## src/rtl/execute_pipe_pkg.sv

```systemverilog
// Shared types for the EX/MEM pipeline register: writeback select encoding,
// the bundled EX/MEM entry and its bubble constant.
package pipe_pkg;

  typedef enum logic [1:0] {
    WB_ALU = 2'b00,
    WB_MEM = 2'b01,
    WB_PC4 = 2'b10
  } wb_sel_t;

  localparam logic [4:0] REG_ZERO = 5'd0;

  typedef struct packed {
    logic        valid;
    logic        load;
    logic        store;
    logic        reg_write;
    logic [1:0]  mem_to_reg;
    logic [4:0]  rd;
    logic [31:0] alu_result;
    logic [31:0] store_data;
    logic [31:0] pc_plus4;
    logic [31:0] instruction;
  } ex_mem_t;

  localparam ex_mem_t EX_MEM_BUBBLE = '0;

  // A held entry occupies the data memory only if it is a real load or store.
  function automatic logic is_mem_op(input ex_mem_t e);
    return e.valid & (e.load | e.store);
  endfunction

endpackage

```

## src/rtl/execute_pipe_mem_wait_timer.sv

```systemverilog
// Counts consecutive memory-wait stall cycles, cuts the stall off once the
// limit is reached and records the event in a sticky error flag.
module mem_wait_timer #(
  parameter int MEM_TIMEOUT = 16
) (
  input  logic clk,
  input  logic rst,
  input  logic mem_wait,
  output logic stall,
  output logic mem_err
);

  localparam logic [7:0] HIT_COUNT = 8'(MEM_TIMEOUT - 1);

  logic [7:0] cnt_q, cnt_d;
  logic       mem_err_q, mem_err_d;
  logic       timeout_hit;

  assign timeout_hit = (cnt_q == HIT_COUNT);
  assign stall       = mem_wait & ~timeout_hit;
  assign mem_err     = mem_err_q;

  // Next-state: count only while stalling; flag a force-completed access.
  always_comb begin
    cnt_d     = 8'd0;
    mem_err_d = mem_err_q;
    if (stall) begin
      cnt_d = cnt_q + 8'd1;
    end else begin
      cnt_d = 8'd0;
    end
    if (mem_wait & timeout_hit) begin
      mem_err_d = 1'b1;
    end else begin
      mem_err_d = mem_err_q;
    end
  end

  // Counter and sticky error registers.
  always_ff @(posedge clk or posedge rst) begin
    if (rst) begin
      cnt_q     <= 8'd0;
      mem_err_q <= 1'b0;
    end else begin
      cnt_q     <= cnt_d;
      mem_err_q <= mem_err_d;
    end
  end

endmodule

```

## src/rtl/execute_pipe.sv

```systemverilog
// EX/MEM pipeline register: captures the execute result, holds while the data
// memory is busy, converts flushes into bubbles and exposes a bypass tap.
module execute_pipe
  import pipe_pkg::*;
#(
  parameter int MEM_TIMEOUT = 16
) (
  input  logic        clk,
  input  logic        rst,
  input  logic        flush,
  input  logic        valid_in,
  input  logic        load_in,
  input  logic        store_in,
  input  logic        reg_write_in,
  input  logic [1:0]  mem_to_reg_in,
  input  logic [4:0]  rd_in,
  input  logic [31:0] alu_result_in,
  input  logic [31:0] store_data_in,
  input  logic [31:0] pc_plus4_in,
  input  logic [31:0] instruction_in,
  input  logic        mem_ready,
  output logic        valid_out,
  output logic        load,
  output logic        store,
  output logic        reg_write_out,
  output logic [1:0]  mem_to_reg,
  output logic [4:0]  rd_out,
  output logic [31:0] alu_result_out,
  output logic [31:0] store_data_out,
  output logic [31:0] pc_plus4_out,
  output logic [31:0] instruction_out,
  output logic        stall_out,
  output logic        fwd_valid,
  output logic [4:0]  fwd_rd,
  output logic [31:0] fwd_data,
  output logic        mem_err
);

  ex_mem_t ex_mem_q, ex_mem_d, ex_mem_in_s;
  logic    flush_pending_q, flush_pending_d;
  logic    mem_wait_s, stall_s;

  assign mem_wait_s = is_mem_op(ex_mem_q) & ~mem_ready;

  mem_wait_timer #(.MEM_TIMEOUT(MEM_TIMEOUT)) u_timer (
    .clk      (clk),
    .rst      (rst),
    .mem_wait (mem_wait_s),
    .stall    (stall_s),
    .mem_err  (mem_err)
  );

  // Bundle the incoming fields; a non-instruction keeps its data but is never valid.
  always_comb begin
    ex_mem_in_s             = EX_MEM_BUBBLE;
    ex_mem_in_s.valid       = valid_in;
    ex_mem_in_s.load        = load_in;
    ex_mem_in_s.store       = store_in;
    ex_mem_in_s.reg_write   = reg_write_in;
    ex_mem_in_s.mem_to_reg  = mem_to_reg_in;
    ex_mem_in_s.rd          = rd_in;
    ex_mem_in_s.alu_result  = alu_result_in;
    ex_mem_in_s.store_data  = store_data_in;
    ex_mem_in_s.pc_plus4    = pc_plus4_in;
    ex_mem_in_s.instruction = instruction_in;
  end

  // Capture rule: hold while stalled (remembering any flush, since the held
  // entry is older than the redirect), else bubble on a flush, else capture.
  always_comb begin
    ex_mem_d        = ex_mem_q;
    flush_pending_d = 1'b0;
    if (stall_s) begin
      ex_mem_d        = ex_mem_q;
      flush_pending_d = flush_pending_q | flush;
    end else if (flush | flush_pending_q) begin
      ex_mem_d        = EX_MEM_BUBBLE;
      flush_pending_d = 1'b0;
    end else begin
      ex_mem_d        = ex_mem_in_s;
      flush_pending_d = 1'b0;
    end
  end

  // EX/MEM entry and deferred-flush registers.
  always_ff @(posedge clk or posedge rst) begin
    if (rst) begin
      ex_mem_q        <= EX_MEM_BUBBLE;
      flush_pending_q <= 1'b0;
    end else begin
      ex_mem_q        <= ex_mem_d;
      flush_pending_q <= flush_pending_d;
    end
  end

  // Forwarding tap: load data does not exist yet, so WB_MEM entries never bypass.
  always_comb begin
    fwd_valid = ex_mem_q.valid & ex_mem_q.reg_write & (ex_mem_q.rd != REG_ZERO)
              & (ex_mem_q.mem_to_reg != WB_MEM);
    fwd_rd    = ex_mem_q.rd;
    case (ex_mem_q.mem_to_reg)
      WB_PC4:  fwd_data = ex_mem_q.pc_plus4;
      default: fwd_data = ex_mem_q.alu_result;
    endcase
  end

  assign stall_out       = stall_s;
  assign valid_out       = ex_mem_q.valid;
  assign load            = ex_mem_q.load;
  assign store           = ex_mem_q.store;
  assign reg_write_out   = ex_mem_q.reg_write;
  assign mem_to_reg      = ex_mem_q.mem_to_reg;
  assign rd_out          = ex_mem_q.rd;
  assign alu_result_out  = ex_mem_q.alu_result;
  assign store_data_out  = ex_mem_q.store_data;
  assign pc_plus4_out    = ex_mem_q.pc_plus4;
  assign instruction_out = ex_mem_q.instruction;

endmodule
```

## config.mk

```make
export PLATFORM = sky130hd
export DESIGN_NAME = execute_pipe
export DESIGN_NICKNAME = d
export VERILOG_FILES = /design/src/rtl/execute_pipe_pkg.sv /design/src/rtl/execute_pipe_mem_wait_timer.sv /design/src/rtl/execute_pipe.sv
export SDC_FILE = /design/constraint.sdc
export NUM_CORES = 1
export LEC_CHECK = 0
export CORE_UTILIZATION = 42
export DETAILED_ROUTE_END_ITERATION = 8
export GPL_TIMING_DRIVEN = 0
export PLACE_DENSITY = 0.83
export SLEW_MARGIN = 20
export SYNTH_ARGS = -nofsm -noshare
export SYNTH_HDL_FRONTEND = slang
export SYNTH_SLANG_ARGS = --single-unit
```

## constraint.sdc

```tcl
create_clock -name clk -period 5.3 [get_ports clk]
set_input_delay 0.53 -clock clk [delete_from_list [all_inputs] [get_ports clk]]
set_output_delay 0.53 -clock clk [all_outputs]
set_load 0.05 [all_outputs]
```

Yosys cells after proc, flatten, opt, wreduce, memory -nomap -nowiden --
Cells that the tools add are included.
Storage, ports and cells: flip-flop bits (word level) 149, input bits 143, output and inout port bits 179, word-level logic and storage cells 33
Cells by class: add/subtract/negate cells 1, eq/ne operators 3, multiplexer cells 4, bitwise operators 11, reductions and logical operators 1
Operators with widths (number):
- $mux W139 | 1
- $mux W32 | 1
- $add A8 B1 Y8 const B | 1
- $eq A8 B4 Y1 const B | 1
- $mux W8 | 1
- $and A1 B1 Y1 | 7
- $reduce_bool A5 Y1 | 1
- $eq A2 B2 Y1 const B | 1
- $ne A2 B1 Y1 const B | 1
- $not A1 Y1 | 2
- $or A1 B1 Y1 | 2
- $mux W1 | 1

Longest topological paths before layout --
Gate-level depths: netlist of the first run.
depth in word-level cells 5, mapped depth 7, gate-level depth less buffers 5

Hierarchy --
Synthesis of the first run repeated with hierarchy kept, for this count alone.
Second synthesis, totals: cells, all modules 404, area total of the unflattened synthesis 5819.3 um2
By module, submodules not included:
- execute_pipe | instances 1, cells each 360, area an instance 5375.2 um2
- mem_wait_timer | instances 1, cells each 44, area an instance 444.2 um2

Worst setup path before layout of the first run --
OpenSTA, ideal clock, no wires.
path kind register to output, from register ex_mem_q (netlist bit mem_to_reg[0]), to output port fwd_data[0], arrival 2.292 ns, slack 2.478 ns, stages on the path, launching flop included 5, buffers on the path 2, cell sequence dfrtp_1 -> nand2b_1 -> clkbuf_1 -> clkbuf_1 -> o21ai_0
On the way: longest elaborated chain between the ends 2
Ends and longest elaborated chain:
- start: declaration | line execute_pipe.sv:39 | ex_mem_t ex_mem_q, ex_mem_d, ex_mem_in_s;
- start signal: assignment | line execute_pipe.sv:91 | ex_mem_q <= ex_mem_d;
- $eq A2 B2 Y1 | line execute_pipe.sv:101 | case (ex_mem_q.mem_to_reg)
- $mux W32 | line execute_pipe.sv:101
- end: declaration | line execute_pipe.sv:35 | output logic [31:0] fwd_data,
Every way passes these cells.

Final worst setup path of the first run --
from register ex_mem_q (netlist bit mem_to_reg[0]), to output port fwd_data[27]
Same word-level chain as after synthesis.

==> impl_metrics.yaml, run 1 <==
routing:
  dr_wl_met2_um: 10600
  wl_per_cell_um: 16.4
  via_per_inst: 4.73
  vias: 6073
  drt-total-wl_um: 21100
  drtIter0Drc: 238
  wl_met1_um: 8340
  top_layer_used: "met4"
  met3_length_um: 1700
  drt-pass1-iter-count: 4
  drc: 0
  postRouteAntennaNets: 0
clock_network:
  cts.sinks: 149
  clock_latency_ns: 0.42
  htree_levels: 4
  clockBufferDepth: 2
  cts_root_buf: "clkbuf_16"
  holdBufCountCts: 0
  cts_buffers: 17
  clk_pin_slew_worst_paths_ns: 0.06
  cts_tree: "yes"
  postCtsSetupBuffers: 0
  ctsResizeCount: 0
yosys:
  yosys_warnings: 0
  synth-edff-count: 0
  syn_inst: 715
  yosysTopAreaCell: "dfrtp_1"
  synth_seq_cells: 149
  synth_top_flop_cell: "dfrtp_1"
  yosysSeqAreaShare: 0.533
  async_reset_ff_frac: 1.00
  synth_top_area_share: 0.533
  synth_fp_nets: 859
  synth_mux_area_frac: 0.195
  syn_avg_cell_area_um2: 9.79
  synth_compound_area_frac: 0.0390
  ys_types: 31
  synth_fa_ha_area_frac: 0.00179
  synthTopCellsByArea: "dfrtp_1 (53%), mux2i_1 (19%), nand2_1 (9.4%), inv_1 (7.5%), o21ai_0 (2.6%)"
  synth_top_family_by_area: "multiplexers"
  synth_area_um2: 7000
  synthSimpleGateAreaFrac: 0.111
  synth_xor_area_frac: 0.00125
setup_path:
  cpPeakStageDelay_ns: 0.86
  cp-end-kind: "output pin"
  crit_top_cell: "clkbuf_1"
  critPathSlowestCell: "clkdlybuf4s50_1"
  path_delay_family: "buffers and inverters"
  timing.critical_path.cells: "nand2b_1 > clkbuf_1 > clkbuf_1 > nand2_1 > o21ai_0 > clkdlybuf4s50_1"
  crit_fanout: 10
  cp_num_buf_inv: 3
  crit_arrival_ns: 3.05
  worstSetupPathType: "flip-flop to output pin"
  start_kind: "flip-flop"
  cp.required_ns: 4.77
  ff2ff_path_depth: 5
  path_depth: 6
power_and_ir_drop:
  powerDensity_nw_per_um2: 315
  peakVddDrop_v: 0.000226
  p_total_mw: 3.51
  p_leak_nw: 5.76
finish:
  num_antenna_cells: 0
  final_common_cell: "clkdlybuf4s50_1"
  layout_common_cells: "clkdlybuf4s50_1 (321), nand2_1 (176), dfrtp_1 (149), inv_1 (138), mux2i_1 (136)"
  area_delta_synth_final_pct: 59.2
  drive_above_1_share: 0.0514
  final_util: 0.694
  multiInputGateArea_um2: 2430
  fillers: 1227
  regArea_um2: 3730
  nets: 1200
floorplanning:
  dieHeight_um: 131
  die_w_um: 131
  die_area_um2: 17200
  ios: 322
  rows: 46
  initial_utilization: 0.436
  fp.coreArea_um2: 16100
status:
  status: "complete, no violations"
global_routing:
  grt_pass1_vias: 6120
  antenna_found_initial: 0
  grt_usage: 0.248
  grt_overflow: 0
  grt_max_degree: 76
  grt_pass1_wl_um: 31800
place:
  port_buffers: 321
  place_congestion: 0.790
  detailed_place_hpwl_um: 15600
sta:
  hold_viol_final: 0
  skew_ns: 0.00881
  min_period_ns: 3.58
  period_share: 0.676
  tns_ns: 0
  fmax_ghz: 0.279
  slew_headroom: 0.490
  rsz0062_at_grt: "no"
  whs_ns: 0.482
  tightest_slew_ns: 0.757
  finalMaxSlewViolations: 0
  finalSetupViolCount: 0
min_path:
  hp-class: "flip-flop to flip-flop"
  hold_depth: 1
job:
  cap_violations: 0
==> Yosys cell counts (all sizes together) (2+ instances only) <==
master	count
dfrtp	149
buf	23
nand3	3
nand2b	2
nand2	176
mux2i	136
nor2	4
or3	3
clkbuf	20
inv	140
o211ai	2
nand4	2
nor4	2
o21ai	38
a21oi	4
==> final cells by class <==
type,instances,area share
inverter,140,0.0478
multi-input combinational,383,0.218
buffer,43,0.0280
tap,216,0.0243
timing repair buffer,322,0.291
sequential,149,0.335
clock inverter,11,0.0157
clock buffer,21,0.0404
==> per-stage QoR <==
step | instance area [um2] | instances | worst slack [ns]
floorplan | 7000 | 715 | 0.762
finish | 11100 | 1285 | 1.72
detailed placement | 10500 | 1253 | 2.12
global route | 11100 | 1285 | 1.47
CTS | 11100 | 1285 | 1.61
global placement | 10500 | 1252 | -1.47
==> report_power, final <==
group          internal [mW]  total, mW  switching, mW
Clock                  0.804       1.29          0.484
Combinational          0.354      0.953          0.598
Sequential              1.21       1.27         0.0547
Total                   2.37       3.51           1.14
==> cell families after synthesis <==
family / after synthesis
compound gates: 49
flops: 149
fa+ha+maj: 1
xor+xnor: 1
mux: 136
buf+inv: 183
simple gates: 196
==> path summary, 6_finish.rpt <==
kind                                             startpoint                               to  slack [ns]
worst min register to register  u_timer.mem_err$_DFFE_PP0P_      u_timer.mem_err$_DFFE_PP0P_        0.48
worst max register to register    flush_pending_q$_DFF_PP0_   alu_result_out[11]$_DFFE_PP0N_        3.07
min in group asynchronous                               rst  instruction_out[14]$_DFFE_PP0N_        0.56
worst min-delay path            u_timer.mem_err$_DFFE_PP0P_      u_timer.mem_err$_DFFE_PP0P_        0.48
max in group asynchronous                               rst   alu_result_out[21]$_DFFE_PP0N_        3.99
worst max-delay path              mem_to_reg[0]$_DFFE_PP0N_                     fwd_data[27]        1.72
==> per-layer routing <==
layer / up-vias / track usage
li1: 2893 / -
met1: 2908 / 0.279
met2: 233 / 0.440
met3: 39 / 0.0747
met4: 0 / 0.0974
met5: - / 0
(Power assumes the default switching activity.)
==> run 2: changes to the inputs <==
CORE_UTILIZATION = 38   (was 42)
PLACE_DENSITY = 0.8   (was 0.83)
clock period = 3.05 ns   (was 5.3 ns; I/O delays follow)
==> impl_metrics.yaml, run 2 (same netlist as run 1, synthesis figures left out) <==
routing:
  vias: 6078
  drt-pass1-iter-count: 4
  postRouteAntennaNets: 0
  via_per_inst: 4.67
  drc: 0
  wl_per_cell_um: 16.9
  drt-total-wl_um: 22000
  drtIter0Drc: 237
power_and_ir_drop:
  powerDensity_nw_per_um2: 550
  p_leak_nw: 5.87
  peakVddDrop_v: 0.000355
setup_path:
  crit_arrival_ns: 2.59
  cp.required_ns: 2.74
  reg2reg_to: "alu_result_out[7]$_DFFE_PP0N_"
  cp-end-kind: "output pin"
  ff2ff_path_depth: 5
  startpoint: "mem_to_reg[0]$_DFFE_PP0N_"
  r2r_start: "flush_pending_q$_DFF_PP0_"
  crit_fanout: 10
  worstSetupPathType: "flip-flop to output pin"
  start_kind: "flip-flop"
  r2r_slack_ns: 0.75
  critPathCapture: "fwd_data[6]"
sta:
  fmax_ghz: 0.346
  tns_ns: 0
  slew_headroom: 0.478
  finalSetupViolCount: 0
  skew_ns: 0.00881
  tightest_slew_ns: 0.782
  whs_ns: 0.321
  hold_viol_final: 0
  finalMaxSlewViolations: 0
  timing.final.ws_setup_ns: 0.156
  min_period_ns: 2.89
  period_share: 0.949
  rsz0062_at_grt: "no"
clock_network:
  holdBufCountCts: 0
  cts_buffers: 17
  clock_latency_ns: 0.42
  clockBufferDepth: 2
  cts_root_buf: "clkbuf_16"
  cts_tree: "yes"
  htree_levels: 4
  clk_pin_slew_worst_paths_ns: 0.06
  postCtsSetupBuffers: 0
  cts.sinks: 149
place:
  detailed_place_hpwl_um: 16600
  place_congestion: 0.827
  dp.cells: 1270
  port_buffers: 321
  dp_worst_setup_slack_ns: -0.0292
floorplanning:
  dieHeight_um: 138
  die_w_um: 138
  fp.coreArea_um2: 18000
  rows: 49
  die_area_um2: 19000
  initial_utilization: 0.388
  ios: 322
finish:
  final_util: 0.625
  drive_above_1_share: 0.0588
  stdcell_count: 1302
  layout_common_cells: "clkdlybuf4s50_1 (310), nand2_1 (176), dfrtp_1 (149), inv_1 (138), mux2i_1 (136)"
  area_delta_synth_final_pct: 60.9
  final_common_cell: "clkdlybuf4s50_1"
  nets: 1203
global_routing:
  grt_max_degree: 32
  grt_pass1_vias: 6013
  grt_pass1_wl_um: 32300
  grt_overflow: 0
  antenna_found_initial: 1
  grt_usage: 0.229
min_path:
  hp-class: "primary input to async pin"
status:
  status: "complete, no violations"
job:
  cap_violations: 0
run 2: power by group:
| group | total [mW] | internal, mW | leakage, nW | switching (mW) |
|---|---|---|---|---|
| clock network | 2.32 | 1.46 | 0.302 | 0.861 |
| registers | 2.20 | 2.11 | 1.94 | 0.0924 |
| logic | 1.67 | 0.620 | 3.63 | 1.05 |
| total | 6.19 | 4.19 | 5.87 | 2.00 |
run 2: through the flow:
stage          total power, mW  instance area, um2
2_1_floorplan             3.22                7000
3_3_place_gp              3.88               10500
3_5_place_dp              3.92               10600
4_1_cts                   6.24               11200
5_1_grt                   6.41               11300
6_report                  6.19               11300
run 2: layer usage:
layer / wire length [um] / up-vias / share of wire / global-route usage
met5: 0 / - / 0 / 0
met4: 379 / 0 / 0.017 / 0.0719
met3: 1810 / 22 / 0.082 / 0.0710
met2: 11300 / 227 / 0.51 / 0.406
met1: 8600 / 2929 / 0.39 / 0.260
li1: - / 2900 / - / -
run 2: critical path, stage by stage (launching register included):
cell             delay, ns
dfrtp_1               0.44
nand2b_2              0.34
clkbuf_1              0.31
o21ai_0               0.25
clkdlybuf4s50_1       0.83
run 2: cell type report:
cell class / count / area (um2)
inverters: 140 / 529
clock buffers: 21 / 440
fillers: 1510 / 6770
plain buffers: 42 / 313
repair buffers: 326 / 3320
clock inverters: 11 / 200
multi-input cells: 383 / 2430
diodes: 1 / 2.50
flip-flops and latches: 149 / 3730
well taps: 229 / 287
run 2: how the worst min path moves through the flow:
stage / endpoint / slack [ns] / cells after the start
2_1_floorplan: valid_out$_DFFE_PP0N_ / 0.42 / 2
3_3_place_gp: u_timer.mem_err$_DFFE_PP0P_ / 0.47 / 1
3_5_place_dp: u_timer.mem_err$_DFFE_PP0P_ / 0.47 / 1
4_1_cts: instruction_out[19]$_DFFE_PP0N_ / 0.33 / 2
5_1_grt: instruction_out[19]$_DFFE_PP0N_ / 0.37 / 2
6_report: instruction_out[26]$_DFFE_PP0N_ / 0.32 / 2
run 2: repair_timing:
action,CTS,global route
cloned,0,0
resized for setup,13,3
endpoints found under the setup margin,33,24
==> run 3: changes to the inputs <==
GPL_ROUTABILITY_DRIVEN = 0   (was unset)
==> results of run 3 <==
No change in the layout: final DEF, timing and power equal those of run 2.
